===== src/rtl/display_scanner.sv =====
// Time-multiplexed 7-segment scanner with frame-boundary (tear-free) value updates.
// Optional leading-zero blanking is enabled by defining LEADING_ZERO_BLANK_EN.
module display_scanner #(
  parameter int unsigned DIGITS = 4,
  parameter int unsigned DIV    = 50000
) (
  input  logic                  clk,
  input  logic                  reset,
  input  logic                  load,
  input  logic [4*DIGITS-1:0]   value,
  output logic [3:0]            nibble,
  output logic                  seg_enable,
  output logic [DIGITS-1:0]     anode,
  output logic                  frame_done
);

  localparam int unsigned PW = $clog2(DIV);
  localparam int unsigned IW = $clog2(DIGITS);
  localparam int unsigned W  = 4 * DIGITS;
  localparam logic [PW-1:0] PreLast = PW'(DIV - 1);
  localparam logic [IW-1:0] IdxLast = IW'(DIGITS - 1);

  logic [PW-1:0]     prescaler_q, prescaler_d;
  logic [IW-1:0]     idx_q, idx_d;
  logic [W-1:0]      active_q, active_d;
  logic [W-1:0]      pending_q, pending_d;
  logic              pend_v_q, pend_v_d;
  logic [3:0]        nibble_q, nibble_d;
  logic              seg_enable_q, seg_enable_d;
  logic [DIGITS-1:0] anode_q, anode_d;
  logic              frame_done_q;
  logic              tick, wrap;
`ifdef LEADING_ZERO_BLANK_EN
  logic              zero_above;
  logic              blank;
`endif

  always_comb begin
    tick        = (prescaler_q == PreLast);
    wrap        = tick && (idx_q == IdxLast);
    prescaler_d = tick ? '0 : prescaler_q + 1'b1;

    idx_d = idx_q;
    if (tick) begin
      idx_d = (idx_q == IdxLast) ? '0 : idx_q + 1'b1;
    end

    pending_d = load ? value : pending_q;

    pend_v_d = pend_v_q;
    if (wrap) begin
      pend_v_d = 1'b0;
    end else if (load) begin
      pend_v_d = 1'b1;
    end

    // A load landing on the wrap tick bypasses pending and goes straight to active.
    active_d = active_q;
    if (wrap) begin
      if (load) begin
        active_d = value;
      end else if (pend_v_q) begin
        active_d = pending_q;
      end
    end
  end

  // Outputs are derived from next-state so they change on the same edge as idx.
  always_comb begin
    nibble_d     = 4'h0;
    anode_d      = '1;
    seg_enable_d = 1'b0;
    for (int unsigned k = 0; k < DIGITS; k++) begin
      if (idx_d == IW'(k)) begin
        nibble_d   = active_d[4*k +: 4];
        anode_d[k] = 1'b0;
      end
    end
`ifdef LEADING_ZERO_BLANK_EN
    zero_above = 1'b1;
    blank      = 1'b0;
    for (int k = DIGITS - 1; k >= 1; k--) begin
      zero_above = zero_above && (active_d[4*k +: 4] == 4'h0);
      if ((idx_d == IW'(k)) && zero_above) begin
        blank = 1'b1;
      end
    end
    if (blank) begin
      nibble_d     = 4'h0;
      anode_d      = '1;
      seg_enable_d = 1'b1;
    end
`endif
  end

  always_ff @(posedge clk) begin
    if (reset) begin
      prescaler_q  <= '0;
      idx_q        <= '0;
      active_q     <= '0;
      pending_q    <= '0;
      pend_v_q     <= 1'b0;
      nibble_q     <= 4'h0;
      seg_enable_q <= 1'b0;
      anode_q      <= {{(DIGITS-1){1'b1}}, 1'b0};
      frame_done_q <= 1'b0;
    end else begin
      prescaler_q  <= prescaler_d;
      idx_q        <= idx_d;
      active_q     <= active_d;
      pending_q    <= pending_d;
      pend_v_q     <= pend_v_d;
      nibble_q     <= nibble_d;
      seg_enable_q <= seg_enable_d;
      anode_q      <= anode_d;
      frame_done_q <= wrap;
    end
  end

  assign nibble     = nibble_q;
  assign seg_enable = seg_enable_q;
  assign anode      = anode_q;
  assign frame_done = frame_done_q;

endmodule


===== config.mk =====
export PLATFORM = sky130hd
export DESIGN_NAME = display_scanner
export DESIGN_NICKNAME = d
export VERILOG_FILES = /design/src/rtl/display_scanner.sv
export SDC_FILE = /design/constraint.sdc
export NUM_CORES = 1
export LEC_CHECK = 0
export ABC_AREA = 1
export CAP_MARGIN = 20
export CELL_PAD_IN_SITES_DETAIL_PLACEMENT = 0
export CELL_PAD_IN_SITES_GLOBAL_PLACEMENT = 1
export CORE_ASPECT_RATIO = 0.8
export CORE_UTILIZATION = 43
export DETAILED_ROUTE_END_ITERATION = 8
export GPL_ROUTABILITY_DRIVEN = 0
export PLACE_DENSITY_LB_ADDON = 0.3
export SLEW_MARGIN = 20
export SYNTH_ARGS = -nofsm -noshare
export SYNTH_HDL_FRONTEND = slang
export SYNTH_SLANG_ARGS = --single-unit

===== constraint.sdc =====
create_clock -name clk -period 3.8 [get_ports clk]
set_clock_uncertainty 0.15 [all_clocks]
set_input_delay 0.76 -clock clk [delete_from_list [all_inputs] [get_ports clk]]
set_output_delay 0.76 -clock clk [all_outputs]
set_load 0.03 [all_outputs]

* Yosys cells after proc, flatten, opt, wreduce, memory -nomap -nowiden
Cells that the tools add are included.
Cells by class: $add $sub $neg 2, eq/ne operators 5, multiplexer cells 13, reduce and logical (&&, ||, !) cells 4
Operator list (count):
- two-way mux 16 bit | 3
- adder 16 x 1 -> 16 bit, second input constant | 1
- equality test 16 bit, second input constant | 1
- two-way mux 4 bit | 4
- equality test 2 bit, second input constant | 3
- two-way mux 1 bit | 4
- two-way mux 2 bit | 2
- OR reduction 2 bit | 2
- adder 2 x 1 -> 2 bit, second input constant | 1
- equality test 2 x 1 -> 1 bit, second input constant | 1
- zero test 2 bit | 1
- logical AND 1 bit | 1
Word-level totals: register bits after elaboration 60, input port bits 19, output and inout port bits 10, word-level logic and storage cells 32

* Logic depth before layout (Yosys ltp)
Gate-level depths: netlist (run 1).
depth in word-level cells 8, mapped depth 13, gate-level depth less buffers 11

* Worst setup path before layout (run 1)
Ideal clock, no wire load.
kind in2reg, from in load, to reg nibble_q[3], in the netlist nibble[3], setup time 0.117 ns, arrival 1.552 ns, required time 3.533 ns, slack 1.981 ns, stages 8, path buffers 1, cell sequence clkbuf_1 -> nand2_1 -> a21boi_0 -> nand3_1 -> nand2_1 -> nor2_1 -> nor2_1 -> a21oi_2
Between the ends: cells in the longest elaborated chain, start to end 6
Ends and longest elaborated chain:
- from (decl) | RTL line 9 | input logic load,
- two-way mux 16 bit (*) | RTL line 60 | if (load) begin
- two-way mux 16 bit (*) | RTL line 59 | if (wrap) begin
- two-way mux 4 bit (3 in series) | RTL line 74 | if (idx_d == IW'(k)) begin
- two-way mux 4 bit (*) | RTL line 74
- to (signal assigned) | RTL line 113 | nibble_q <= nibble_d;
- to (decl) | RTL line 28 | logic [3:0] nibble_q, nibble_d;
Mark *: on every way between the ends. The rest lies on a longest branch, timed or not. A chain may end at the register's enable or synchronous reset.

* Final worst setup path (run 1)
Same ends and word-level chain as after synthesis.

==> results of run 1 <==
[cells in the final DEF (no fill, tap or decap)]
cell type / count
sky130_fd_sc_hd__o211ai_1: 1
sky130_fd_sc_hd__clkinv_2: 2
sky130_fd_sc_hd__nor2_2: 6
sky130_fd_sc_hd__conb_1: 1
sky130_fd_sc_hd__nand4_1: 6
sky130_fd_sc_hd__nor2_4: 4
sky130_fd_sc_hd__or2_2: 1
sky130_fd_sc_hd__nor3b_1: 1
sky130_fd_sc_hd__clkdlybuf4s50_1: 27
sky130_fd_sc_hd__clkbuf_8: 11
sky130_fd_sc_hd__nand2_1: 159
sky130_fd_sc_hd__a211oi_1: 3
sky130_fd_sc_hd__inv_2: 2
sky130_fd_sc_hd__ha_1: 2
sky130_fd_sc_hd__dfxtp_1: 60
sky130_fd_sc_hd__clkbuf_1: 2
sky130_fd_sc_hd__nand3_1: 28
sky130_fd_sc_hd__a21oi_1: 31
sky130_fd_sc_hd__nand3b_1: 1
sky130_fd_sc_hd__nor2_1: 46
sky130_fd_sc_hd__a21boi_0: 8
sky130_fd_sc_hd__a21oi_2: 2
sky130_fd_sc_hd__nand2_2: 7
sky130_fd_sc_hd__xnor2_1: 1
sky130_fd_sc_hd__o21ai_0: 10
sky130_fd_sc_hd__buf_4: 6
sky130_fd_sc_hd__inv_1: 42
sky130_fd_sc_hd__nor3_1: 3
sky130_fd_sc_hd__nand3_2: 3
[path summary, 6_finish.rpt]
kind | start | cells past startpoint | to | slack, ps
worst min-delay path | prescaler_q[0] | 1 | prescaler_q[0] | 300
worst max-delay path | load | 9 | nibble[3] | 1380
worst max register to register | idx_q[0] | 8 | nibble[3] | 1650
worst min register to register | prescaler_q[0] | 1 | prescaler_q[0] | 300
[power by group through the flow]
stage | clock [W] | sequential [W] | combinational [W]
after floorplan | 0 | 0.000661 | 0.0000527
after detailed placement | 0 | 0.000663 | 0.0000858
after global placement | 0 | 0.000663 | 0.0000853
after CTS | 0.000515 | 0.000649 | 0.0000860
after global routing | 0.000546 | 0.000651 | 0.0000959
final | 0.000503 | 0.000649 | 0.0000853
[cell type report]
class	count	area [sq um]	area share
clock inverters	2	10.0	0.00290
clock buffers	13	159	0.0461
multi-input cells	324	1490	0.432
flip-flops and latches	60	1200	0.349
well taps	84	105	0.0305
repair buffers	33	315	0.0915
inverters	44	165	0.0479
[through the flow]
step                      total power [W]  instance area (sq um)
after detailed placement         0.000749                   3280
after floorplan                  0.000714                   2940
after global routing              0.00129                   3450
after CTS                         0.00125                   3450
final                             0.00124                   3450
after global placement           0.000748                   3280
[worst max-delay path: stages]
cell	delay (ps)
sky130_fd_sc_hd__clkdlybuf4s50_1	410
sky130_fd_sc_hd__inv_1	590
sky130_fd_sc_hd__buf_4	270
sky130_fd_sc_hd__nand2_1	60
sky130_fd_sc_hd__nand2_1	50
sky130_fd_sc_hd__nand3_1	90
sky130_fd_sc_hd__nand3_1	90
sky130_fd_sc_hd__nand2_1	80
sky130_fd_sc_hd__a21oi_2	140
[registers in the layout, indices dropped and copies added (netlist names)]
signal and flops:
idx_q 2, nibble 4, active_q 16, pending_q 16, prescaler_q 16, pend_v_q 1
anode 4, frame_done 1
[routing by layer]
metal / GRT usage / vias up / wire [microns]
met4: 0.0569 / 0 / 48
met1: 0.322 / 1215 / 3780
li1: - / 1449 / -
met2: 0.310 / 57 / 2840
met5: 0 / - / 0
met3: 0.0612 / 4 / 371
[kinds of logic (layout without fill, tap and decap cells)]
logic type	Yosys count	after routing	share of synthesized area
XOR/XNOR	1	1	0.00298
flip-flops	60	60	0.409
adder cells (fa/ha/maj)	2	2	0.00852
other	1	1	0.00128
AO/OA/AOI/OAI	55	55	0.106
AND/OR/NAND/NOR	265	265	0.388
buffers and inverters	60	92	0.0839
==> results_tabular.tex, run 1 <==
\begin{tabular}{lr}
\hline
Metric & Value \\
\hline
\multicolumn{2}{l}{\textbf{Pwr}} \\
\quad Worst ir drop on vdd & 216 uV \\
\quad PD cells & 359 mW/mm\^{}2 \\
\quad Internal & 0.000946 W \\
\quad NetSw & 0.000292 W \\
\quad Switching part of the total power & 0.236 \\
\quad Static power due to leakage & 1.46 nW \\
\quad Combinational power share & 0.069 \\
\quad Part of the total power dissipated in sequential elements & 0.525 \\
\quad Clock share of power & 0.406 \\
\multicolumn{2}{l}{\textbf{Cells and area}} \\
\quad Fraction of layout cells with a size suffix above 1 & 0.0924 \\
\quad Number of nets in the layout & 493 \\
\quad Count of non-filler cells in the finished layout & 560 \\
\quad \# fillers & 651 \\
\quad \# diodes & 0 \\
\quad Synthesis-to-finish area growth & 17.3\% \\
\quad Final Util & 0.530 \\
\multicolumn{2}{l}{\textbf{Drt}} \\
\quad Number of iterations in the first detailed-routing pass & 4 \\
\quad Wire length reported by the detailed router & 7050 microns \\
\quad Antenna-violating nets left & 0 \\
\quad Drc violations & 0 \\
\quad WL per Instance & 12.6 microns \\
\quad Count of routing violations after the opening detailed-route iteration & 121 \\
\quad Post-detailed-route via-to-cell ratio & 4.87 \\
\quad Vias after detailed routing & 2,725 \\
\multicolumn{2}{l}{\textbf{Setup path}} \\
\quad Worst setup path class & in -> reg \\
\quad Highest net fanout along the worst path & 27 \\
\quad Data arrival at the endpoint of the critical path & 2540 ps \\
\quad Critical path endpoint category & flip-flop \\
\quad Worst Setup Start Kind & input pin \\
\quad Data required time of the critical path & 3920 ps \\
\multicolumn{2}{l}{\textbf{Global routing}} \\
\quad Grt ovf & 0 \\
\quad Vias in the first global route & 2,533 \\
\quad GRT Util Overall & 0.219 \\
\quad Wire length of the first global-routing pass & 12,200 microns \\
\quad Number of antenna violations at the first check in global routing & 0 \\
\quad Largest net degree at the start of global routing & 28 \\
\multicolumn{2}{l}{\textbf{Floorplan}} \\
\quad Core Box Area & 0.00651 sq mm \\
\quad Number of standard-cell rows in the floorplan & 26 \\
\quad Die outline height & 75.9 microns \\
\quad Die outline width & 94.4 microns \\
\quad Die outline area & 0.00717 sq mm \\
\quad Initial core utilization & 0.452 \\
\quad Ports & 29 \\
\multicolumn{2}{l}{\textbf{Timing}} \\
\quad Sum of negative setup slack & 0 ps \\
\quad Tmin final & 2420 ps \\
\quad Final slew viol count & 0 \\
\quad Final-layout worst hold slack & 299 ps \\
\quad Max frequency & 414 MHz \\
\quad Period utilisation layout & 0.636 \\
\quad Final Hold Violating Endpoints & 0 \\
\quad Headroom to the max-slew limit & 0.465 \\
\quad Number of endpoints failing setup at the final stage & 0 \\
\quad Setup ws final & 1380 ps \\
\quad Actual transition at the worst max-transition pin & 802 ps \\
\quad Setup repair after global routing missed its margin & false \\
\multicolumn{2}{l}{\textbf{Clocking}} \\
\quad H-tree depth & 3 \\
\quad Cts-stage hold buffer count & 0 \\
\quad Clk Tree Root Cell & sky130\_fd\_sc\_hd\_\_clkbuf\_8 \\
\quad Clock sink count & 60 \\
\quad Setup repair bufs after CTS & 0 \\
\quad Clock tree buffer depth & 2 \\
\quad TritonCTS clock tree & yes \\
\quad Insertion delay to the later sink of the worst-skew pair & 330 ps \\
\quad CTS buffer count & 9 \\
\quad Number of cells upsized or downsized after cts & 0 \\
\quad Clock-pin slew on the worst setup and hold paths & 70 ps \\
\multicolumn{2}{l}{\textbf{Synthesis}} \\
\quad Main synth FF type & sky130\_fd\_sc\_hd\_\_dfxtp\_1 \\
\quad Dominant cell by count in the synthesized netlist & sky130\_fd\_sc\_hd\_\_nand2\_1 \\
\quad Average size of a mapped cell & 6.62 sq um \\
\quad Post-synth design cell area & 0.00294 sq mm \\
\quad Synthesized net count & 465 \\
\quad Leading cell types by count after synthesis & sky130\_fd\_sc\_hd\_\_nand2\_1, sky130\_fd\_sc\_hd\_\_dfxtp\_1, sky130\_fd\_sc\_hd\_\_nor2\_1, sky130\_fd\_sc\_hd\_\_inv\_1, sky130\_fd\_sc\_hd\_\_a21oi\_1 \\
\quad Sequential element share of the synthesized area & 0.409 \\
\quad Yosys top cell by area & sky130\_fd\_sc\_hd\_\_dfxtp\_1 \\
\quad Main area contributors after synthesis & sky130\_fd\_sc\_hd\_\_dfxtp\_1, sky130\_fd\_sc\_hd\_\_nand2\_1, sky130\_fd\_sc\_hd\_\_nor2\_1 \\
\quad Async S/R FF share, synth & 0 \\
\quad Count of unique library cells instantiated by Yosys & 29 \\
\quad Number of enable-type register cells in the synthesized netlist & 0 \\
\quad Register bit count reported by yosys & 60 \\
\quad Cells after Synth & 444 \\
\quad Area share of the largest cell type after synthesis & 0.409 \\
\quad Synthesis Warnings & 0 \\
\multicolumn{2}{l}{\textbf{Place}} \\
\quad Place WS & 1040 ps \\
\quad Number of cells in the design after placement & 545 \\
\quad Port Buf Inserts & 27 \\
\quad HPWL Detailed & 5010 microns \\
\multicolumn{2}{l}{\textbf{Job}} \\
\quad Maxcap violations & 0 \\
\multicolumn{2}{l}{\textbf{Outcome}} \\
\quad Run status & finished clean \\
\multicolumn{2}{l}{\textbf{Min path}} \\
\quad Worst hold path class & reg -> reg \\
\hline
\end{tabular}
Power figures use the tool's default switching activity.
==> run 2, diff against run 1 <==
- CORE_UTILIZATION: 43 -> 40
- clock period: 3.8 -> 2.55 ns (I/O delays scaled with it)
==> run 2 against run 1 <==
- die area rose by 7.3%
- combinational power rose by 51%
- via count fell by 0.99%
- core utilization fell by 3.6 points
- final area rose by 0.25%
- the flow now finishes with violations (DRC)
- register-to-register slack got worse by 1200 ps
- largest power group unchanged
- critical path depth rose by 1
- non-clock buffer count fell by 1
- sequential power rose by 49%
- first-iteration DRC count rose by 43%
- critical endpoint is now nibble[1]
- worst hold slack improved by 2.1 ps
- flip-flop and latch count did not move
==> results_tabular.tex, run 2 (same netlist as run 1, synthesis figures left out) <==
\begin{tabular}{lr}
\hline
Metric & Value \\
\hline
\multicolumn{2}{l}{\textbf{Min path}} \\
\quad Worst hold path class & reg -> reg \\
\quad Number of stages on the worst hold path & 1 \\
\quad Hold Path Origin & prescaler\_q[0] \\
\quad Endpoint with the worst hold slack & prescaler\_q[0] \\
\multicolumn{2}{l}{\textbf{Drt}} \\
\quad WL per Instance & 12.7 microns \\
\quad Wire length reported by the detailed router & 7150 microns \\
\quad Drc violations & 8 \\
\quad Vias after detailed routing & 2,698 \\
\quad Number of iterations in the first detailed-routing pass & 6 \\
\quad Count of routing violations after the opening detailed-route iteration & 173 \\
\quad Post-detailed-route via-to-cell ratio & 4.80 \\
\quad Antenna-violating nets left & 0 \\
\multicolumn{2}{l}{\textbf{Global routing}} \\
\quad Number of antenna violations at the first check in global routing & 0 \\
\quad Vias in the first global route & 2,605 \\
\quad Largest net degree at the start of global routing & 38 \\
\quad Wire length of the first global-routing pass & 12,500 microns \\
\quad Grt ovf & 0 \\
\quad GRT Util Overall & 0.209 \\
\multicolumn{2}{l}{\textbf{Setup path}} \\
\quad Origin of the critical flop-to-flop path & prescaler\_q[0] \\
\quad Reg-to-reg endpoint & nibble[1] \\
\quad Worst setup slack for register-to-register paths & 500 ps \\
\quad Highest net fanout along the worst path & 13 \\
\quad Worst Setup Start Kind & flip-flop \\
\quad Data required time of the critical path & 2630 ps \\
\quad Data arrival at the endpoint of the critical path & 2140 ps \\
\quad Critical path endpoint category & flip-flop \\
\quad Length in cells of the worst reg-to-reg path & 10 \\
\quad Worst setup path class & reg -> reg \\
\multicolumn{2}{l}{\textbf{Clocking}} \\
\quad Insertion delay to the later sink of the worst-skew pair & 340 ps \\
\quad TritonCTS clock tree & yes \\
\quad Clock-pin slew on the worst setup and hold paths & 70 ps \\
\quad Clk Tree Root Cell & sky130\_fd\_sc\_hd\_\_clkbuf\_8 \\
\quad Clock sink count & 60 \\
\quad Cts-stage hold buffer count & 0 \\
\quad Setup repair bufs after CTS & 0 \\
\quad Clock tree buffer depth & 2 \\
\quad H-tree depth & 3 \\
\quad Number of cells upsized or downsized after cts & 0 \\
\quad CTS buffer count & 9 \\
\multicolumn{2}{l}{\textbf{Outcome}} \\
\quad Run status & complete, but fails checks \\
\quad Violations in the final reports & DRC \\
\multicolumn{2}{l}{\textbf{Floorplan}} \\
\quad Number of standard-cell rows in the floorplan & 27 \\
\quad Ports & 29 \\
\quad Die outline area & 0.00769 sq mm \\
\quad Die outline height & 78.7 microns \\
\quad Die outline width & 97.8 microns \\
\quad Initial core utilization & 0.420 \\
\quad Core Box Area & 0.00699 sq mm \\
\multicolumn{2}{l}{\textbf{Timing}} \\
\quad Sum of negative setup slack & 0 ps \\
\quad Period utilisation layout & 0.806 \\
\quad Number of endpoints failing setup at the final stage & 0 \\
\quad Setup repair after global routing missed its margin & false \\
\quad Actual transition at the worst max-transition pin & 559 ps \\
\quad Final Hold Violating Endpoints & 0 \\
\quad Final slew viol count & 0 \\
\quad Max frequency & 487 MHz \\
\quad Tmin final & 2050 ps \\
\quad Headroom to the max-slew limit & 0.627 \\
\multicolumn{2}{l}{\textbf{Pwr}} \\
\quad PD cells & 538 mW/mm\^{}2 \\
\quad Static power due to leakage & 1.46 nW \\
\quad Worst ir drop on vdd & 276 uV \\
\multicolumn{2}{l}{\textbf{Cells and area}} \\
\quad \# diodes & 0 \\
\quad Post-layout instance area & 0.00345 sq mm \\
\quad Commonest non-fill, non-tap cell in the layout & sky130\_fd\_sc\_hd\_\_nand2\_1 \\
\quad Fraction of layout cells with a size suffix above 1 & 0.0905 \\
\quad Number of nets in the layout & 492 \\
\quad Registers with the most flip-flops & active\_q x16, pending\_q x16, prescaler\_q x16 \\
\quad Most frequent cells in the layout & sky130\_fd\_sc\_hd\_\_nand2\_1, sky130\_fd\_sc\_hd\_\_dfxtp\_1, sky130\_fd\_sc\_hd\_\_nor2\_1 \\
\quad Synthesis-to-finish area growth & 17.6\% \\
\multicolumn{2}{l}{\textbf{Place}} \\
\quad Placed Instance Area & 0.00329 sq mm \\
\quad HPWL Detailed & 4850 microns \\
\quad Port Buf Inserts & 27 \\
\multicolumn{2}{l}{\textbf{Job}} \\
\quad Maxcap violations & 0 \\
\hline
\end{tabular}
run 2: cell count changes in the layout (fill, tap and decap cells not counted), sizes merged:
cell  before  now
buf        6    5
run 2: worst max path at each step:
stage,from,to
global route,prescaler_q[0],nibble[1]
finish,prescaler_q[0],nibble[1]
detailed placement,load,nibble[1]
global placement,load,nibble[1]
floorplan,prescaler_q[0],nibble[3]
CTS,prescaler_q[0],nibble[1]
run 2: layout make-up:
type | instances | area [sq um]
Timing Repair Buffer | 32 | 320
Fill cell | 721 | 3540
Clock buffer | 13 | 159
Multi-Input combinational cell | 324 | 1490
Sequential cell | 60 | 1200
Tap cell | 87 | 109
Clock inverter | 2 | 10.0
Inverter | 44 | 165
run 2: through the flow:
step	worst slack (ps)	hold WS [ps]	total power, W	cells	util
after global placement	319	281	0.00112	547	0.470
after CTS	499	306	0.00188	562	0.494
final	495	302	0.00186	562	0.494
after detailed placement	306	290	0.00112	547	0.470
after floorplan	872	268	0.00106	444	-
after global routing	269	324	0.00193	562	0.494
run 2: critical path, stage by stage, from the launching register on:
cell	delay [ps]
sky130_fd_sc_hd__dfxtp_1	360
sky130_fd_sc_hd__ha_1	210
sky130_fd_sc_hd__nand3_2	170
sky130_fd_sc_hd__nor2_4	190
sky130_fd_sc_hd__nand2_2	80
sky130_fd_sc_hd__nand2_2	60
sky130_fd_sc_hd__nand2_2	180
sky130_fd_sc_hd__nand2_1	250
sky130_fd_sc_hd__nor2_1	60
sky130_fd_sc_hd__nor2_1	150
sky130_fd_sc_hd__a21oi_1	90
run 2: report_power, final:
part	total (W)	internal (W)	switching (W)	leakage (nW)
Clock	0.000762	0.000398	0.000364	0.0893
Sequential	0.000967	0.000957	0.0000106	0.487
Combinational	0.000129	0.0000557	0.0000733	0.886
run 2: routing by layer:
layer	routed length (microns)	GRT usage	share of wire
met3	399	0.0632	0.056
met2	2840	0.308	0.40
met4	50	0.0682	0.0070
met1	3850	0.289	0.54
met5	0	0	0
==> run 3, diff against run 2 <==
- clock period: 2.55 -> 2.1 ns (I/O delays scaled with it)
==> run 3 against run 2 <==
- the flow still finishes with violations (DRC)
- core utilization increased by 0.79 points
- critical path depth decreased by 1
- clock power increased by 21%
- global-route usage decreased by 0.66 points
==> results_tabular.tex, run 3 (same netlist as run 1, synthesis figures left out) <==
\begin{tabular}{lr}
\hline
Metric & Value \\
\hline
\multicolumn{2}{l}{\textbf{Job}} \\
\quad Maxcap violations & 0 \\
\multicolumn{2}{l}{\textbf{Pwr}} \\
\quad Switching part of the total power & 0.240 \\
\quad Part of the total power dissipated in sequential elements & 0.520 \\
\quad Combinational power share & 0.072 \\
\quad PD cells & 644 mW/mm\^{}2 \\
\quad Power consumption & 0.00226 W \\
\quad Internal & 0.00172 W \\
\quad Clock share of power & 0.409 \\
\quad Worst ir drop on vdd & 384 uV \\
\quad Static power due to leakage & 1.49 nW \\
\quad NetSw & 0.000543 W \\
\multicolumn{2}{l}{\textbf{Cells and area}} \\
\quad Number of nets in the layout & 498 \\
\quad Commonest non-fill, non-tap cell in the layout & sky130\_fd\_sc\_hd\_\_nand2\_1 \\
\quad \# diodes & 0 \\
\quad Registers with the most flip-flops & active\_q x16, pending\_q x16, prescaler\_q x16 \\
\quad Most frequent cells in the layout & sky130\_fd\_sc\_hd\_\_nand2\_1, sky130\_fd\_sc\_hd\_\_dfxtp\_1, sky130\_fd\_sc\_hd\_\_nor2\_1 \\
\quad Fraction of layout cells with a size suffix above 1 & 0.104 \\
\quad \# fillers & 720 \\
\quad Synthesis-to-finish area growth & 19.5\% \\
\multicolumn{2}{l}{\textbf{Floorplan}} \\
\quad Core Box Area & 0.00699 sq mm \\
\quad Die outline area & 0.00769 sq mm \\
\quad Number of standard-cell rows in the floorplan & 27 \\
\quad Initial core utilization & 0.420 \\
\quad Die outline height & 78.7 microns \\
\quad Ports & 29 \\
\quad Die outline width & 97.8 microns \\
\multicolumn{2}{l}{\textbf{Drt}} \\
\quad WL per Instance & 12.5 microns \\
\quad Drc violations & 8 \\
\quad Antenna-violating nets left & 0 \\
\quad Wire length reported by the detailed router & 7100 microns \\
\quad Number of iterations in the first detailed-routing pass & 7 \\
\quad Vias after detailed routing & 2,703 \\
\quad Count of routing violations after the opening detailed-route iteration & 157 \\
\quad Post-detailed-route via-to-cell ratio & 4.76 \\
\multicolumn{2}{l}{\textbf{Clocking}} \\
\quad Clock tree buffer depth & 2 \\
\quad Setup repair bufs after CTS & 0 \\
\quad Cts-stage hold buffer count & 0 \\
\quad Clk Tree Root Cell & sky130\_fd\_sc\_hd\_\_clkbuf\_8 \\
\quad Number of cells upsized or downsized after cts & 0 \\
\quad Clock-pin slew on the worst setup and hold paths & 60 ps \\
\quad Clock sink count & 60 \\
\quad CTS buffer count & 9 \\
\quad H-tree depth & 3 \\
\quad TritonCTS clock tree & yes \\
\quad Insertion delay to the later sink of the worst-skew pair & 340 ps \\
\multicolumn{2}{l}{\textbf{Setup path}} \\
\quad CP Launch Point & prescaler\_q[0] \\
\quad Data required time of the critical path & 2170 ps \\
\quad Critical path endpoint category & flip-flop \\
\quad Timing endpoint of the critical path & nibble[1] \\
\quad Origin of the critical flop-to-flop path & prescaler\_q[0] \\
\quad Reg-to-reg endpoint & nibble[1] \\
\quad Length in cells of the worst reg-to-reg path & 9 \\
\quad Worst setup slack for register-to-register paths & 150 ps \\
\quad Worst Setup Start Kind & flip-flop \\
\quad Highest net fanout along the worst path & 7 \\
\quad Worst setup path class & reg -> reg \\
\quad Data arrival at the endpoint of the critical path & 2020 ps \\
\multicolumn{2}{l}{\textbf{Global routing}} \\
\quad GRT Util Overall & 0.202 \\
\quad Largest net degree at the start of global routing & 33 \\
\quad Number of antenna violations at the first check in global routing & 0 \\
\quad Grt ovf & 0 \\
\quad Vias in the first global route & 2,452 \\
\quad Wire length of the first global-routing pass & 12,000 microns \\
\multicolumn{2}{l}{\textbf{Place}} \\
\quad HPWL Detailed & 5000 microns \\
\quad Place WS & -38.9 ps \\
\quad Port Buf Inserts & 27 \\
\multicolumn{2}{l}{\textbf{Timing}} \\
\quad Number of endpoints failing setup at the final stage & 0 \\
\quad Sum of negative setup slack & 0 ps \\
\quad Setup repair after global routing missed its margin & false \\
\quad Tmin final & 1950 ps \\
\quad Period utilisation layout & 0.927 \\
\quad Final Hold Violating Endpoints & 0 \\
\quad Final slew viol count & 0 \\
\quad Setup ws final & 153 ps \\
\quad Max frequency & 514 MHz \\
\quad Final-layout worst hold slack & 293 ps \\
\multicolumn{2}{l}{\textbf{Min path}} \\
\quad Worst hold path class & reg -> reg \\
\multicolumn{2}{l}{\textbf{Outcome}} \\
\quad Violations in the final reports & DRC \\
\quad Run status & complete, but fails checks \\
\hline
\end{tabular}
[run 3: how the worst min path moves through the flow]
stage | from | to | cells past startpoint
2_1_floorplan | prescaler_q[0] | prescaler_q[0] | 1
3_3_place_gp | prescaler_q[0] | prescaler_q[0] | 1
3_5_place_dp | prescaler_q[0] | prescaler_q[0] | 1
4_1_cts | prescaler_q[0] | prescaler_q[0] | 1
5_1_grt | prescaler_q[0] | prescaler_q[0] | 1
6_report | prescaler_q[0] | prescaler_q[0] | 1
[run 3: worst max-delay path, cell delays in order, from the launching register on]
cell and delay, ps:
sky130_fd_sc_hd__dfxtp_1 350, sky130_fd_sc_hd__ha_1 230, sky130_fd_sc_hd__nand3_4 130, sky130_fd_sc_hd__nor2_4 170
sky130_fd_sc_hd__nand3_1 100, sky130_fd_sc_hd__nand2_2 170, sky130_fd_sc_hd__buf_4 200, sky130_fd_sc_hd__nor2_1 60
sky130_fd_sc_hd__nor2_1 180, sky130_fd_sc_hd__a21oi_1 90
[run 3: power by group through the flow]
stage | registers [W] | logic [W] | clock network (W)
detailed placement | 0.00120 | 0.000163 | 0
finish | 0.00117 | 0.000162 | 0.000924
CTS | 0.00117 | 0.000164 | 0.000963
floorplan | 0.00120 | 0.0000954 | 0
global route | 0.00118 | 0.000183 | 0.000992
global placement | 0.00120 | 0.000162 | 0
[run 3: area by class of cell]
cell class	instances	area [sq um]	share of cell area
flip-flops and latches	60	1200	0.342
repair buffers	38	365	0.104
clock buffers	13	159	0.0453
multi-input cells	324	1500	0.427
inverters	44	165	0.0471
clock inverters	2	10.0	0.00285
well taps	87	109	0.0310
[run 3: stage by stage]
| stage | instance area, sq um | instances | utilization |
|---|---|---|---|
| floorplan | 2940 | 444 | - |
| global placement | 3330 | 553 | 0.476 |
| detailed placement | 3330 | 553 | 0.476 |
| CTS | 3500 | 568 | 0.500 |
| global route | 3510 | 568 | 0.502 |
| finish | 3510 | 568 | 0.502 |
[run 3: metal layers]
layer  global-route usage  vias to the layer above  wire [microns]
li1                     -                     1452               -
met1                0.296                     1187            3850
met2                0.271                       62            2830
met3               0.0579                        2             380
met4               0.0864                        0              30
met5                    0                        -               0
